$ cat src/rtl/slot_free_list.sv
// slot_free_list: free-slot bitmap allocator for OoO slot pools.
// Allocation grants the lowest-index free slot; release sets the returned
// slot's bit back. Keeps a registered free count, supports flush, and
// raises a sticky error on double frees.
// Optional feature macro: SLOT_FREE_LIST_BYPASS_EN -- when defined, an
// empty list may hand a slot being legally freed in the same cycle
// straight to the requester.
module slot_free_list #(
    parameter int NUM_SLOTS = 16,
    parameter int IDX_WIDTH = $clog2(NUM_SLOTS),
    parameter int CNT_WIDTH = IDX_WIDTH + 1
) (
    input  logic                 clk,
    input  logic                 rst_n,
    input  logic                 alloc_req,
    output logic                 alloc_gnt,
    output logic [IDX_WIDTH-1:0] alloc_idx,
    input  logic                 free_valid,
    input  logic [IDX_WIDTH-1:0] free_idx,
    input  logic                 flush,
    output logic [CNT_WIDTH-1:0] free_count,
    output logic                 empty,
    output logic                 full,
    output logic                 dbl_free_err
);

    localparam logic [CNT_WIDTH-1:0] ALL_FREE = CNT_WIDTH'(NUM_SLOTS);

    logic [NUM_SLOTS-1:0] free_map;
    logic [NUM_SLOTS-1:0] map_next;
    logic [CNT_WIDTH-1:0] cnt_next;
    logic                 err_next;
    logic [IDX_WIDTH-1:0] first_idx;
    logic                 slot_is_free;
    logic                 legal_free;
    logic                 dbl_free;
    logic                 bypass_hit;

    assign empty = (free_count == '0);
    assign full  = (free_count == ALL_FREE);

    // Flush wins over any release, so a freed index is ignored while flushing.
    assign slot_is_free = free_map[free_idx];
    assign legal_free   = free_valid & ~slot_is_free & ~flush;
    assign dbl_free     = free_valid &  slot_is_free & ~flush;

`ifdef SLOT_FREE_LIST_BYPASS_EN
    // Only an empty list forwards; otherwise the bitmap already has a slot.
    assign bypass_hit = rst_n & alloc_req & empty & legal_free;
`else
    assign bypass_hit = 1'b0;
`endif

    // Lowest-index free slot; scanning downward lets the lowest match win.
    always_comb begin
        first_idx = '0;
        for (int i = NUM_SLOTS - 1; i >= 0; i--) begin
            if (free_map[i]) begin
                first_idx = IDX_WIDTH'(i);
            end
        end
    end

    // Grant decision: never during reset or flush, never from an empty list
    // unless the same-cycle bypass is taking the returned slot.
    always_comb begin
        alloc_gnt = rst_n & ~flush & alloc_req & (~empty | bypass_hit);
        alloc_idx = bypass_hit ? free_idx : first_idx;
    end

    // Next-state for bitmap, counter and sticky error.
    always_comb begin
        map_next = free_map;
        cnt_next = free_count;
        err_next = dbl_free_err;
        if (flush) begin
            map_next = '1;
            cnt_next = ALL_FREE;
            err_next = 1'b0;
        end else begin
            if (dbl_free) begin
                err_next = 1'b1;
            end
            // A bypassed slot goes straight back out, so bitmap and count stay put.
            if (!bypass_hit) begin
                if (legal_free) begin
                    map_next[free_idx] = 1'b1;
                end
                // Clear after set: a double free aimed at alloc_idx must not
                // keep the just-granted slot marked free.
                if (alloc_gnt) begin
                    map_next[alloc_idx] = 1'b0;
                end
                cnt_next = free_count - CNT_WIDTH'(alloc_gnt) + CNT_WIDTH'(legal_free);
            end
        end
    end

    // State registers; asynchronous reset returns every slot to the pool.
    always_ff @(posedge clk or negedge rst_n) begin
        if (!rst_n) begin
            free_map     <= '1;
            free_count   <= ALL_FREE;
            dbl_free_err <= 1'b0;
        end else begin
            free_map     <= map_next;
            free_count   <= cnt_next;
            dbl_free_err <= err_next;
        end
    end

endmodule

$ cat config.mk
export PLATFORM = sky130hd
export DESIGN_NAME = slot_free_list
export DESIGN_NICKNAME = d
export VERILOG_FILES = /design/src/rtl/slot_free_list.sv
export SDC_FILE = /design/constraint.sdc
export NUM_CORES = 1
export LEC_CHECK = 0
export ABC_AREA = 0
export BUFFER_PORTS_ARGS = -buffer_cell sky130_fd_sc_hd__buf_2
export CORE_MARGIN = 10
export CORE_UTILIZATION = 51
export DETAILED_ROUTE_END_ITERATION = 10
export GPL_TIMING_DRIVEN = 1
export MAX_ROUTING_LAYER = met4
export PLACE_DENSITY = 0.79
export SLEW_MARGIN = 20
export SYNTH_ARGS = -nofsm -noshare
export SYNTH_HDL_FRONTEND = slang
export SYNTH_SLANG_ARGS = --single-unit
$ cat constraint.sdc
create_clock -name clk -period 4.25 [get_ports clk]
set_clock_uncertainty 0.2 [all_clocks]
set_input_delay 1.275 -clock clk [delete_from_list [all_inputs] [get_ports clk]]
set_output_delay 1.275 -clock clk [all_outputs]
set_load 0.01 [all_outputs]
* After elaboration in Yosys (flattened, before gate mapping)
Index checks and enable logic that the tools add are counted.
Storage, ports and cells: output and inout bits 13, flip-flop bits (word level) 22, logic and storage cells 56
Operators by class: equal/unequal tests 1, $lt $le $gt $ge 4, add/subtract/negate cells 2, bitwise gates (word level) 13, reductions and logical operators 4, multiplexer cells 29
Operator list (number):
- 2-to-1 mux 16 bit | 4
- 2-to-1 mux 4 bit | 16
- AND 16 bit | 1
- NOT 16 bit | 1
- OR 16 bit | 1
- < comparator 4 x 5 -> 1 bit, second input constant | 2
- demux 1 bit (select 4 bit) | 2
- greater-or-equal comparator 4 x 1 -> 1 bit, second input constant | 2
- AND 1 bit | 7
- adder 5 x 1 -> 5 bit | 1
- equality test 5 bit, second input constant | 1
- logical NOT 5 bit | 1
- 2-to-1 mux 1 bit | 5
- 2-to-1 mux 5 bit | 1
- subtractor 5 x 1 -> 5 bit | 1
- binary-select mux 1 bit (select 4 bit) | 1
- NOT 1 bit | 3
- logical AND 1 bit | 2
- nonzero test 2 bit | 1

* Longest topological paths before layout
Gate-level depths: netlist of the first run.
depth in word-level cells 24, mapped depth 14, depth with buffers taken out 13

* Worst setup path after synthesis of the first run
No wires, ideal clock.
path kind input-to-reg, start input free_idx[3], end register free_count[4], cell stages on the path 13, buffers on the path 1, path slack -0.071 ns, data arrival time 4.044 ns, data required time 3.973 ns, cell sequence buf_2 mux4_2 mux2_2 o21ai_0 nand2_1 ha_1 inv_1 ha_1 fa_1 a21oi_1 nor2_1 or3_1 a21o_1
On the way: longest elaborated chain between the ends 7
Ends and longest elaborated chain:
- start: declaration | line 19 | input logic [IDX_WIDTH-1:0] free_idx,
- binary-select mux 1 bit (select 4 bit) | line 43 | assign slot_is_free = free_map[free_idx];
- 2-to-1 mux 1 bit (implied by the code) | line 43
- NOT 1 bit | line 44 | assign legal_free = free_valid & ~slot_is_free & ~flush;
- AND 1 bit (2 in a row) | line 44
- adder 5 x 1 -> 5 bit | line 94 | cnt_next = free_count - CNT_WIDTH'(alloc_gnt) + CNT_WIDTH'(legal_free);
- 2-to-1 mux 5 bit | line 76 | if (flush) begin
- net cnt_next[4] | line 31 | logic [CNT_WIDTH-1:0] cnt_next;
- end signal: assignment | line 107 | free_count <= cnt_next;
- end: declaration | line 21 | output logic [CNT_WIDTH-1:0] free_count,
The timed path passes the listed nets, and every way through them passes these cells. The select of a mux whose other input is x is not followed. A chain may end at the register's enable or synchronous reset.

* Final worst setup path of the first run
start input free_idx[1], end register free_count[4]
Same word-level chain as after synthesis.

==> results of run 1 <==
## registers in the layout, summed over array words and instances, names as in the netlist
| signal | count |
|---|---|
| dbl_free_err | 1 |
| free_map | 16 |
| free_count | 5 |
## routing by layer
| layer | track usage [%] | routed length, um | vias up |
|---|---|---|---|
| met5 | - | 0 | - |
| met4 | 3.717 | 67 | 0 |
| met3 | 4.662 | 561 | 10 |
| met2 | 23.52 | 2258 | 108 |
| met1 | 20.21 | 1958 | 781 |
| li1 | - | - | 714 |
## worst register-to-register path: cells and delay by family, from the launching register on
kind                       cells  cell delay (ns)
adders and majority gates      3             0.86
buffers and inverters          1             0.04
DFF                            1             0.44
AOI/OAI and AO/OA              3             0.50
muxes                          2             0.76
and+or+nand+nor                3             0.47
## logic make-up (layout without fill, tap and decap cells)
| kind of cell | Yosys count | in the layout | share of synthesized area, % |
|---|---|---|---|
| fa+ha+maj | 7 | 7 | 5.775 |
| xor+xnor | 3 | 3 | 1.596 |
| simple gates | 62 | 62 | 19.83 |
| mux | 10 | 10 | 10.94 |
| buf+inv | 21 | 46 | 5.471 |
| flops | 22 | 22 | 34.73 |
| compound gates | 48 | 48 | 21.66 |
## final timing paths
kind	end	slack, ns	cells past startpoint
worst max-delay path	free_count[4]	0.22	13
max in group asynchronous	free_map[6]	2.81	2
min in group asynchronous	free_count[3]	0.76	2
worst min-delay path	dbl_free_err	0.33	2
worst max register to register	free_count[4]	0.92	12
worst min register to register	dbl_free_err	0.33	2
## where the power goes
group	switching, mW	internal, mW
Clock	0.0682	0.0953
Sequential	0.0168	0.229
Combinational	0.0999	0.0851
Total	0.185	0.410
## area by class of cell
class	count	area (um^2)
inverters	12	45.04
well taps	44	55.05
fillers	276	1189
multi-input cells	130	992.2
clock buffers	3	22.52
repair buffers	30	172.7
flip-flops and latches	22	571.8
clock inverters	1	30.03
## cells in the final DEF, fill, tap and decap left out, types with 2 or more instances in the layout
cell / count
a211oi_1: 6
a21o_1: 2
a21oi_1: 5
a311oi_1: 4
a31oi_1: 11
buf_2: 21
buf_4: 9
clkbuf_4: 3
dfrtp_1: 5
dfstp_2: 17
ha_1: 6
inv_1: 12
mux2i_1: 3
mux4_2: 5
nand2_1: 11
nand3_1: 2
nor2_1: 20
nor2b_1: 7
nor3_1: 7
nor4_1: 4
o21ai_0: 4
o31ai_1: 2
o41a_1: 3
or3_1: 2
xnor2_1: 3
## per-stage QoR
step	std cells	hold slack (ns)	util [%]	setup TNS, ns
finish	242	0.3344	61.38	0
global placement	238	0.3190	59.43	-0.05240
floorplan	173	0.3122	-	0
global route	242	0.4053	61.38	0
CTS	242	0.3400	61.14	0
detailed placement	238	0.3210	59.43	-0.1050
==> parameters.txt, run 1 <==
Parameter                              Value

Status
  Result of the run ... complete, no violations

Route
  Number of DRC violations after detailed routing ... 0
  Count of TritonRoute iterations in the first routing pass ... 6
  Average wire per standard cell ... around 20 um
  Wire length after detailed routing ... 4846 um
  Number of nets with antenna violations after routing ... 0
  Drt initial violations ... 311
  Routed via count divided by cell count ... between 6 and 7
  Via count ... 1613

GRT
  First-pass GRT wire length ... 7569 um
  Via count of the first global-routing pass ... between 1500 and 2000
  Number of antenna violations at the first check in global routing ... 0
  Overall global routing resource usage ... 15.69%
  Remaining global-route overflow ... 0
  Largest net degree at the start of global routing ... 23

Power
  Cell leakage power ... approximately 0.73 nW
  Power density of the placed cells ... 314.7 nW/um^2
  Largest vdd supply drop ... roughly 0.26 mV
  Pwr Total ... 594.6 uW

Synthesis
  Number of synthesized flops with an enable pin ... 0
  Dominant cell type by area after synthesis ... dfstp_2
  Flop and latch count out of synthesis ... 22
  Fraction of synthesis flops using an asynchronous set or reset pin ... 100.0%
  Share of the yosys chip area belonging to registers ... 34.73%
  Top_reg_cell synth ... dfstp_2
  Synth Warn # ... 0
  Top post-synthesis cells by area ... dfstp_2, dfrtp_1, mux4_2
  Cell count after synthesis ... approximately 170
  Post-synth top area share ... 27.13%
  Post-synthesis cell type count ... 47
  Post-Syn Nets ... 189
  Most numerous cell in the Yosys netlist ... nor2_1
  Most numerous cell types in the synthesized netlist ... nor2_1, dfstp_2, inv_1, a31oi_1, nand2_1
  Post-Synthesis Mean Instance Area ... 9.518 um^2
  Netlist Area Pre-Place ... 1647 um^2

Critical path
  Critical register-to-register path startpoint ... free_map[10]
  Critical path peak fanout ... 4
  Required time of the critical path ... 4.31 ns
  Critical path class ... in -> reg
  Category of the worst setup path capture point ... flip-flop
  Worst path bufs/invs ... 2
  Cell with the most instances on the worst path ... ha_1
  Setup crit start kind ... input port
  Cells along the critical path ... buf_2 > mux4_2 > mux2_2 > o21ai_1 > nand2_1 > ha_1 > inv_1 > ha_1 > fa_1 > a21oi_1 > nor2_1 > or3_1 > a21o_1
  Critical path origin ... free_idx[1]
  Longest individual stage delay on the worst path ... 0.52 ns
  Critical path's slowest cell ... mux4_2
  Kind of cell adding the most delay to the critical path ... adder cells
  Arrival @ worst endpoint ... 4.09 ns

STA
  Number of failing hold endpoints at the final stage ... 0
  Worst-Margin Slew ... 0.7310 ns
  RSZ-0062 raised after global routing ... false
  Fin crit period ... 4.029 ns
  Max transition margin ... 50.82%
  Worst-case setup margin in the final layout ... 0.2206 ns
  Maximum frequency from static timing analysis ... 248.2 MHz
  Final setup violation count ... 0
  Fin. max-slew vios ... 0
  Final clock period utilization by the worst path ... 94.81%

Placed design
  Global placer's final weighted congestion ... 0.9559
  Detail Placement HPWL ... 3559 um
  Port bufs ... 21
  Post-placement setup slack ... -0.1050 ns
  Placed standard-cell area ... 1829 um^2

Clock tree
  Largest buffer count on any clock path ... 2
  CTS tree ... done
  Number of hold buffers added after CTS ... 0
  Setup Fix Bufs, Post-CTS ... 0
  Post-CTS clock slew at the launch and capture registers of the worst setup and hold paths ... between 0.1 and 0.15 ns
  Number of buffers created by CTS ... 3
  Worst skew pair latency ... 0.31 ns
  Post-CTS Resized ... 0
  CTS root buffer ... clkbuf_4
  H-tree depth ... 1
  Sinks on Clock Net ... 22

Die
  Placeable Area ... 3078 um^2
  Site row count ... 20
  Starting Density ... between 50% and 60%
  Number of placed I/O pins ... 22
  Die X-Extent ... 76.82 um
  Height of the chip ... 76.82 um
  Area of the die ... 5901 um^2

Run
  Max-cap violations ... 0

Layout
  P&R area growth vs syn ... 14.74%
  Fraction of layout cells with a size suffix above 1 ... about a third
  Antenna Diode Count ... 0
  Finished layout cell area ... 1889 um^2
  Nets ... 215

Worst hold path
  Hold/Removal Path Class ... reg -> reg
  Hold Startpoint ... dbl_free_err
Power figures use the tool's default switching activity.
==> inputs of run 2 (changes only) <==
==> constraint.sdc (replaced) <==
create_clock -name clk -period 4.25 [get_ports clk]
set_clock_uncertainty 0.2 [all_clocks]
set_input_delay 0.425 -clock clk [delete_from_list [all_inputs] [get_ports clk]]
set_output_delay 0.425 -clock clk [all_outputs]
set_load 0.01 [all_outputs]
==> run 2 against run 1 <==
- sequential share of layout area grew 1.4 points
- core utilization shrank 2.7 points
- via count shrank 6.1%
- cell count shrank 2.9%
- largest cell class unchanged
- fmax grew 17%
- die area is the same
- hold slack lost 0.084 ns
- first-iteration DRC count shrank 24%
- setup slack gained 0.58 ns
- sequential power is essentially flat
- count of clock-buffer cells in the layout grew 1
- non-clock buffer count shrank 7
==> parameters.txt, run 2 (synthesis gave the netlist of run 1 again) <==
Parameter                              Value

Status
  Result of the run ... complete, no violations

STA
  RSZ-0062 raised after global routing ... false
  Fin. max-slew vios ... 0 (unchanged)
  Fin crit period ... 3.453 ns (-0.5768 ns)
  Number of failing hold endpoints at the final stage ... 0 (unchanged)
  Worst-Margin Slew ... 1.053 ns (+0.3217 ns)
  Final clock period utilization by the worst path ... 81.24% (-14 points)
  Maximum frequency from static timing analysis ... 289.6 MHz (+17%)
  Total negative setup slack ... 0 ns (unchanged)
  Max transition margin ... 28.90% (-22 points)
  Final setup violation count ... 0 (unchanged)

Clock tree
  Post-CTS clock slew at the launch and capture registers of the worst setup and hold paths ... 0.12 ns (about the same)
  Post-CTS Resized ... 0 (unchanged)
  Worst skew pair latency ... 0.32 ns (about the same)
  Largest buffer count on any clock path ... 2 (unchanged)
  H-tree depth ... 1 (unchanged)
  Sinks on Clock Net ... 22 (unchanged)
  Setup Fix Bufs, Post-CTS ... 0 (unchanged)
  Number of buffers created by CTS ... 3 (unchanged)
  CTS tree ... done
  CTS root buffer ... clkbuf_4

Layout
  Largest Register ... free_map
  Commonest non-fill, non-tap cell in the layout ... buf_2
  Fraction of layout cells with a size suffix above 1 ... 28.27% (-4.1 points)
  P&R area growth vs syn ... 9.650%
  Nets ... 208 (-3.3%)
  Antenna Diode Count ... 0 (unchanged)
  Leading registers by flop count ... free_map (16), free_count (5), dbl_free_err (1)
  Commonest non-fill, non-tap cells in the layout ... buf_2, nor2_1, dfstp_2
  Largest register FFs ... 16 (unchanged)
  Share of the core filled with cells ... 58.66% (-2.7 points)

Die
  Area of the die ... 5901 um^2 (unchanged)
  Height of the chip ... 76.82 um (unchanged)
  Site row count ... 20 (unchanged)
  Starting Density ... 53.50% (unchanged)
  Die X-Extent ... 76.82 um (unchanged)
  Placeable Area ... 3078 um^2 (unchanged)
  Number of placed I/O pins ... 22 (unchanged)

Placed design
  Global placer's final weighted congestion ... 0.9599 (+0.42%)
  Detail Placement HPWL ... 3265 um (-8.3%)
  Port bufs ... 21 (unchanged)

Critical path
  Worst setup path endpoint ... free_count[4]
  Setup slack of the worst register-to-register path ... 0.81 ns (-0.11 ns)
  Cell count of the worst reg-to-reg path ... 12 (unchanged)
  Critical path's slowest cell ... mux4_2
  Kind of cell adding the most delay to the critical path ... adder cells
  Number of stages on the worst setup path ... 13 (unchanged)
  Required time of the critical path ... 4.30 ns (about the same)
  Cells along the critical path ... buf_2 > mux4_2 > mux2_2 > o21ai_0 > nand2_1 > ha_1 > inv_1 > ha_1 > fa_1 > a21oi_1 > nor2_1 > or3_1 > a21o_1
  Worst path bufs/invs ... 2 (unchanged)
  Critical register-to-register path startpoint ... free_map[14]
  Setup crit start kind ... input port
  Longest individual stage delay on the worst path ... 0.58 ns (+0.06 ns)
  Arrival @ worst endpoint ... 3.51 ns (-0.58 ns)
  Category of the worst setup path capture point ... flip-flop
  Cell with the most instances on the worst path ... ha_1
  Critical path origin ... free_idx[1]
  Critical path class ... in -> reg
  Critical path peak fanout ... 12 (+8)
  Reg-to-reg endpoint ... free_count[4]

Power
  Sequential Power Share ... 46.8% (+5.4 points)
  Cell leakage power ... 0.6830 nW (-6.3%)
  Power density of the placed cells ... 290.8 nW/um^2 (-7.6%)
  Largest vdd supply drop ... 0.2264 mV (-12%)
  Switching Power ... 177.9 uW (-3.8%)
  Share of power burned in combinational logic ... 34.4% (+3.3 points)
  Internal power of the cells ... 347.2 uW (-15%)
  Net switching fraction of the power ... 33.88% (+2.8 points)
  Fraction of power consumed by the clock network ... 18.8% (-8.7 points)

Route
  Wire length after detailed routing ... 4403 um (-9.1%)
  Via count ... 1515 (-6.1%)
  Count of TritonRoute iterations in the first routing pass ... 5 (-1)
  Drt initial violations ... 237 (-24%)
  Number of DRC violations after detailed routing ... 0 (unchanged)
  Number of nets with antenna violations after routing ... 0 (unchanged)
  Routed via count divided by cell count ... 6.447 (-3.3%)
  Average wire per standard cell ... 18.74 um (-6.4%)

GRT
  Largest net degree at the start of global routing ... 26 (+13%)
  Remaining global-route overflow ... 0 (unchanged)
  Overall global routing resource usage ... 15.21% (-0.48 points)
  Via count of the first global-routing pass ... 1496 (-2.0%)
  Number of antenna violations at the first check in global routing ... 0 (unchanged)
  First-pass GRT wire length ... 7327 um (-3.2%)

Worst hold path
  Hold Crit Depth ... 3 (+1)
  Hold Startpoint ... free_valid
  Hold/Removal Path Class ... in -> reg

Run
  Max-cap violations ... 0 (unchanged)
==> run 2: changes by cell type in the layout (fill, tap and decap cells not counted), sizes merged <==
cell         change
buf              -8
bufinv           -1
clkbuf           +1
dlygate4sd3      +1
==> run 2: layout make-up <==
| cell class | count | area (um^2) |
|---|---|---|
| Fill cell | 272 | 1272 |
| Timing Repair Buffer | 23 | 122.6 |
| Sequential cell | 22 | 571.8 |
| Multi-Input combinational cell | 130 | 984.7 |
| Inverter | 12 | 45.04 |
| Clock buffer | 4 | 26.28 |
| Tap cell | 44 | 55.05 |
==> run 2: repair_timing <==
item	in CTS	in global routing
endpoints found under the hold margin	5	0
setup endpoints to repair	0	0
hold buffers	1	0
==> run 2: layer usage <==
metal / GRT usage, % / up-vias / part of all wire [%]
met4: 6.134 / 0 / 1.4
met2: 23.02 / 83 / 50
met3: 4.196 / 9 / 9.5
li1: - / 703 / -
met1: 18.69 / 720 / 39
met5: - / - / 0
==> run 2: how the worst min path moves through the flow <==
stage	endpoint	slack, ns
after floorplan	dbl_free_err	-0.07
after CTS	free_map[1]	0.25
after global placement	free_count[2]	0.25
after detailed placement	free_count[3]	0.26
after global routing	dbl_free_err	0.26
final	dbl_free_err	0.25
==> run 2: stage by stage <==
stage	setup WS (ns)	cells	power [mW]	area, um^2	hold WS (ns)
global placement	0.5694	230	0.4198	1769	0.2510
global route	0.6771	235	0.5615	1805	0.2578
detailed placement	0.4891	230	0.4290	1769	0.2562
floorplan	0.7788	173	0.3705	1647	-0.07059
finish	0.7974	235	0.5251	1805	0.2501
CTS	0.8212	235	0.5314	1805	0.2489
==> run 2: worst min-delay path: stages <==
cell and delay, ns:
buf_2 0.11, nand2b_1 0.13, o22ai_1 0.08
==> run 2: power by group through the flow <==
| stage | Combinational (mW) | Clock, mW | Sequential (mW) |
|---|---|---|---|
| floorplan | 0.119 | 0 | 0.252 |
| detailed placement | 0.180 | 0 | 0.249 |
| finish | 0.181 | 0.0989 | 0.246 |
| CTS | 0.181 | 0.104 | 0.246 |
| global route | 0.198 | 0.114 | 0.249 |
| global placement | 0.172 | 0 | 0.247 |
==> inputs of run 3 (changes only) <==
Clock period 4.25 ns to 3.5 ns, I/O delays scaled along.
==> run 3 against run 2 <==
- sequential cell count stayed put
- setup slack lost 0.67 ns
- critical path depth down 1
- register-to-register slack lost 0.68 ns
- sequential share of layout area down 1.3 points
- combinational power grew 23%
- power up 37%
- cell count grew 3.0%
- clock power up 99%
- largest cell class unchanged
- highest routed layer unchanged
==> parameters.txt, run 3 (synthesis gave the netlist of run 1 again) <==
Parameter                              Value

Route
  Routed via count divided by cell count ... 6.475 (+0.44%)
  Amount of wire on met3 after detailed routing ... 465 um (+11%)
  Via count ... 1567 (+3.4%)
  Drt initial violations ... 201 (-15%)
  Average wire per standard cell ... 18.99 um (+1.3%)
  Count of TritonRoute iterations in the first routing pass ... 5 (unchanged)
  Number of DRC violations after detailed routing ... 0 (unchanged)
  Top Metal Used ... met4
  Wire length after detailed routing ... 4595 um (+4.4%)
  Met1 Wirelength ... 1760 um (+2.1%)
  Amount of wire on met2 after detailed routing ... 2246 um (+2.3%)
  Number of nets with antenna violations after routing ... 0 (unchanged)

Placed design
  Detail Placement HPWL ... 3427 um (+5.0%)
  Post-placement setup slack ... 0.03103 ns (-0.4580 ns)
  Port bufs ... 21 (unchanged)
  Global placer's final weighted congestion ... 1.036 (+7.9%)

Layout
  Largest register FFs ... 16 (unchanged)
  P&R area growth vs syn ... 14.44%
  Largest Register ... free_map
  Antenna Diode Count ... 0 (unchanged)
  Nets ... 215 (+3.4%)
  Leading registers by flop count ... free_map (16), free_count (5), dbl_free_err (1)
  Fraction of layout cells with a size suffix above 1 ... 31.31% (+3.0 points)
  Commonest non-fill, non-tap cells in the layout ... buf_2, nor2_1, dfstp_2
  Commonest non-fill, non-tap cell in the layout ... buf_2

Critical path
  Critical register-to-register path startpoint ... free_map[14]
  Worst setup path endpoint ... free_count[4]
  Critical path peak fanout ... 6 (-6)
  Required time of the critical path ... 3.55 ns (-0.75 ns)
  Arrival @ worst endpoint ... 3.42 ns (-0.09 ns)
  Cell count of the worst reg-to-reg path ... 12 (unchanged)
  Reg-to-reg endpoint ... free_count[4]
  Critical path origin ... free_map[14]
  Category of the worst setup path capture point ... flip-flop
  Setup slack of the worst register-to-register path ... 0.13 ns (-0.68 ns)
  Critical path class ... reg -> reg
  Setup crit start kind ... flip-flop

Die
  Site row count ... 20 (unchanged)
  Number of placed I/O pins ... 22 (unchanged)
  Starting Density ... 53.50% (unchanged)
  Placeable Area ... 3078 um^2 (unchanged)
  Area of the die ... 5901 um^2 (unchanged)
  Height of the chip ... 76.82 um (unchanged)
  Die X-Extent ... 76.82 um (unchanged)

Clock tree
  Worst skew pair latency ... 0.31 ns (about the same)
  Post-CTS Resized ... 0 (unchanged)
  Sinks on Clock Net ... 22 (unchanged)
  Number of hold buffers added after CTS ... 1 (unchanged)
  CTS root buffer ... clkbuf_4
  Largest buffer count on any clock path ... 2 (unchanged)
  CTS tree ... done
  H-tree depth ... 1 (unchanged)
  Number of buffers created by CTS ... 3 (unchanged)
  Post-CTS clock slew at the launch and capture registers of the worst setup and hold paths ... 0.13 ns (about the same)
  Setup Fix Bufs, Post-CTS ... 0 (unchanged)

Power
  Internal power of the cells ... 495.7 uW (+43%)
  Sequential Power Share ... 41.5% (-5.3 points)
  Share of power burned in combinational logic ... 31.1% (-3.3 points)
  Largest vdd supply drop ... 0.3333 mV (+47%)
  Fraction of power consumed by the clock network ... 27.4% (+8.6 points)
  Power density of the placed cells ... 381.0 nW/um^2 (+31%)
  Switching Power ... 222.3 uW (+25%)
  Net switching fraction of the power ... 30.96% (-2.9 points)
  Cell leakage power ... 0.7283 nW (+6.6%)

GRT
  Remaining global-route overflow ... 0 (unchanged)
  Via count of the first global-routing pass ... 1547 (+3.4%)
  Number of antenna violations at the first check in global routing ... 0 (unchanged)
  First-pass GRT wire length ... 7541 um (+2.9%)
  Overall global routing resource usage ... 15.83% (+0.62 points)
  Largest net degree at the start of global routing ... 26 (unchanged)

STA
  Final setup violation count ... 0 (unchanged)
  Hold WS ... 0.1557 ns (-0.09448 ns)
  Fin crit period ... roughly 3.4 ns
  Total negative setup slack ... 0 ns (unchanged)
  Number of failing hold endpoints at the final stage ... 0 (unchanged)
  Maximum frequency from static timing analysis ... 296.6 MHz
  Final clock period utilization by the worst path ... 96.32%
  Fin. max-slew vios ... 0 (unchanged)
  RSZ-0062 raised after global routing ... false
  Worst-case setup margin in the final layout ... 0.1288 ns (-0.6685 ns)
  Worst-Margin Slew ... 0.9372 ns (-0.1156 ns)
  Max transition margin ... 36.70% (+7.8 points)

Run
  Max-cap violations ... 0 (unchanged)

Status
  Result of the run ... complete, no violations

Worst hold path
  Hold/Removal Path Class ... in -> reg
-- run 3: cell count changes in the layout (fill, tap and decap cells not counted), sizes merged --
cell,delta
bufinv,+1
clkbuf,-1
buf,+7
-- run 3: area by class of cell --
type	count	area, um^2
Inverter	12	45.04
Timing Repair Buffer	30	175.2
Multi-Input combinational cell	130	984.7
Fill cell	260	1194
Clock inverter	1	30.03
Tap cell	44	55.05
Sequential cell	22	571.8
Clock buffer	3	22.52
-- run 3: power by group through the flow --
stage	Combinational, mW	Sequential [mW]	Clock, mW
2_1_floorplan	0.144	0.306	0
3_3_place_gp	0.210	0.301	0
3_5_place_dp	0.223	0.302	0
4_1_cts	0.225	0.298	0.200
5_1_grt	0.248	0.302	0.211
6_report	0.223	0.298	0.197
-- run 3: through the flow --
| step | util, % | instance area (um^2) | cells | power [mW] |
|---|---|---|---|---|
| detailed placement | 59.19 | 1822 | 237 | 0.5249 |
| global placement | 59.19 | 1822 | 237 | 0.5107 |
| finish | 61.22 | 1884 | 242 | 0.7180 |
| global route | 61.22 | 1884 | 242 | 0.7605 |
| CTS | 61.22 | 1884 | 242 | 0.7233 |
| floorplan | - | 1647 | 173 | 0.4498 |
-- run 3: how the worst min path moves through the flow --
stage	startpoint	endpoint	slack, ns	cells past startpoint
final	free_valid	dbl_free_err	0.16	3
after CTS	free_valid	dbl_free_err	0.15	3
after global placement	rst_n	free_count[2]	0.18	2
after detailed placement	rst_n	free_count[2]	0.19	2
after floorplan	rst_n	dbl_free_err	-0.15	0
after global routing	free_valid	dbl_free_err	0.15	3
-- run 3: routing by layer --
layer	up-vias	GRT usage (%)
met5	-	-
met4	0	6.134
met3	16	4.079
met2	104	25.30
met1	733	18.63
li1	714	-
-- run 3: critical path, stage by stage, from the launching register on --
cell	delay [ns]
dfstp_2	0.43
mux4_2	0.48
mux2_2	0.29
o21ai_0	0.20
nand2_1	0.08
ha_1	0.27
inv_1	0.04
ha_1	0.19
fa_1	0.41
a21oi_1	0.16
nor2_1	0.06
or3_1	0.34
a21o_1	0.17
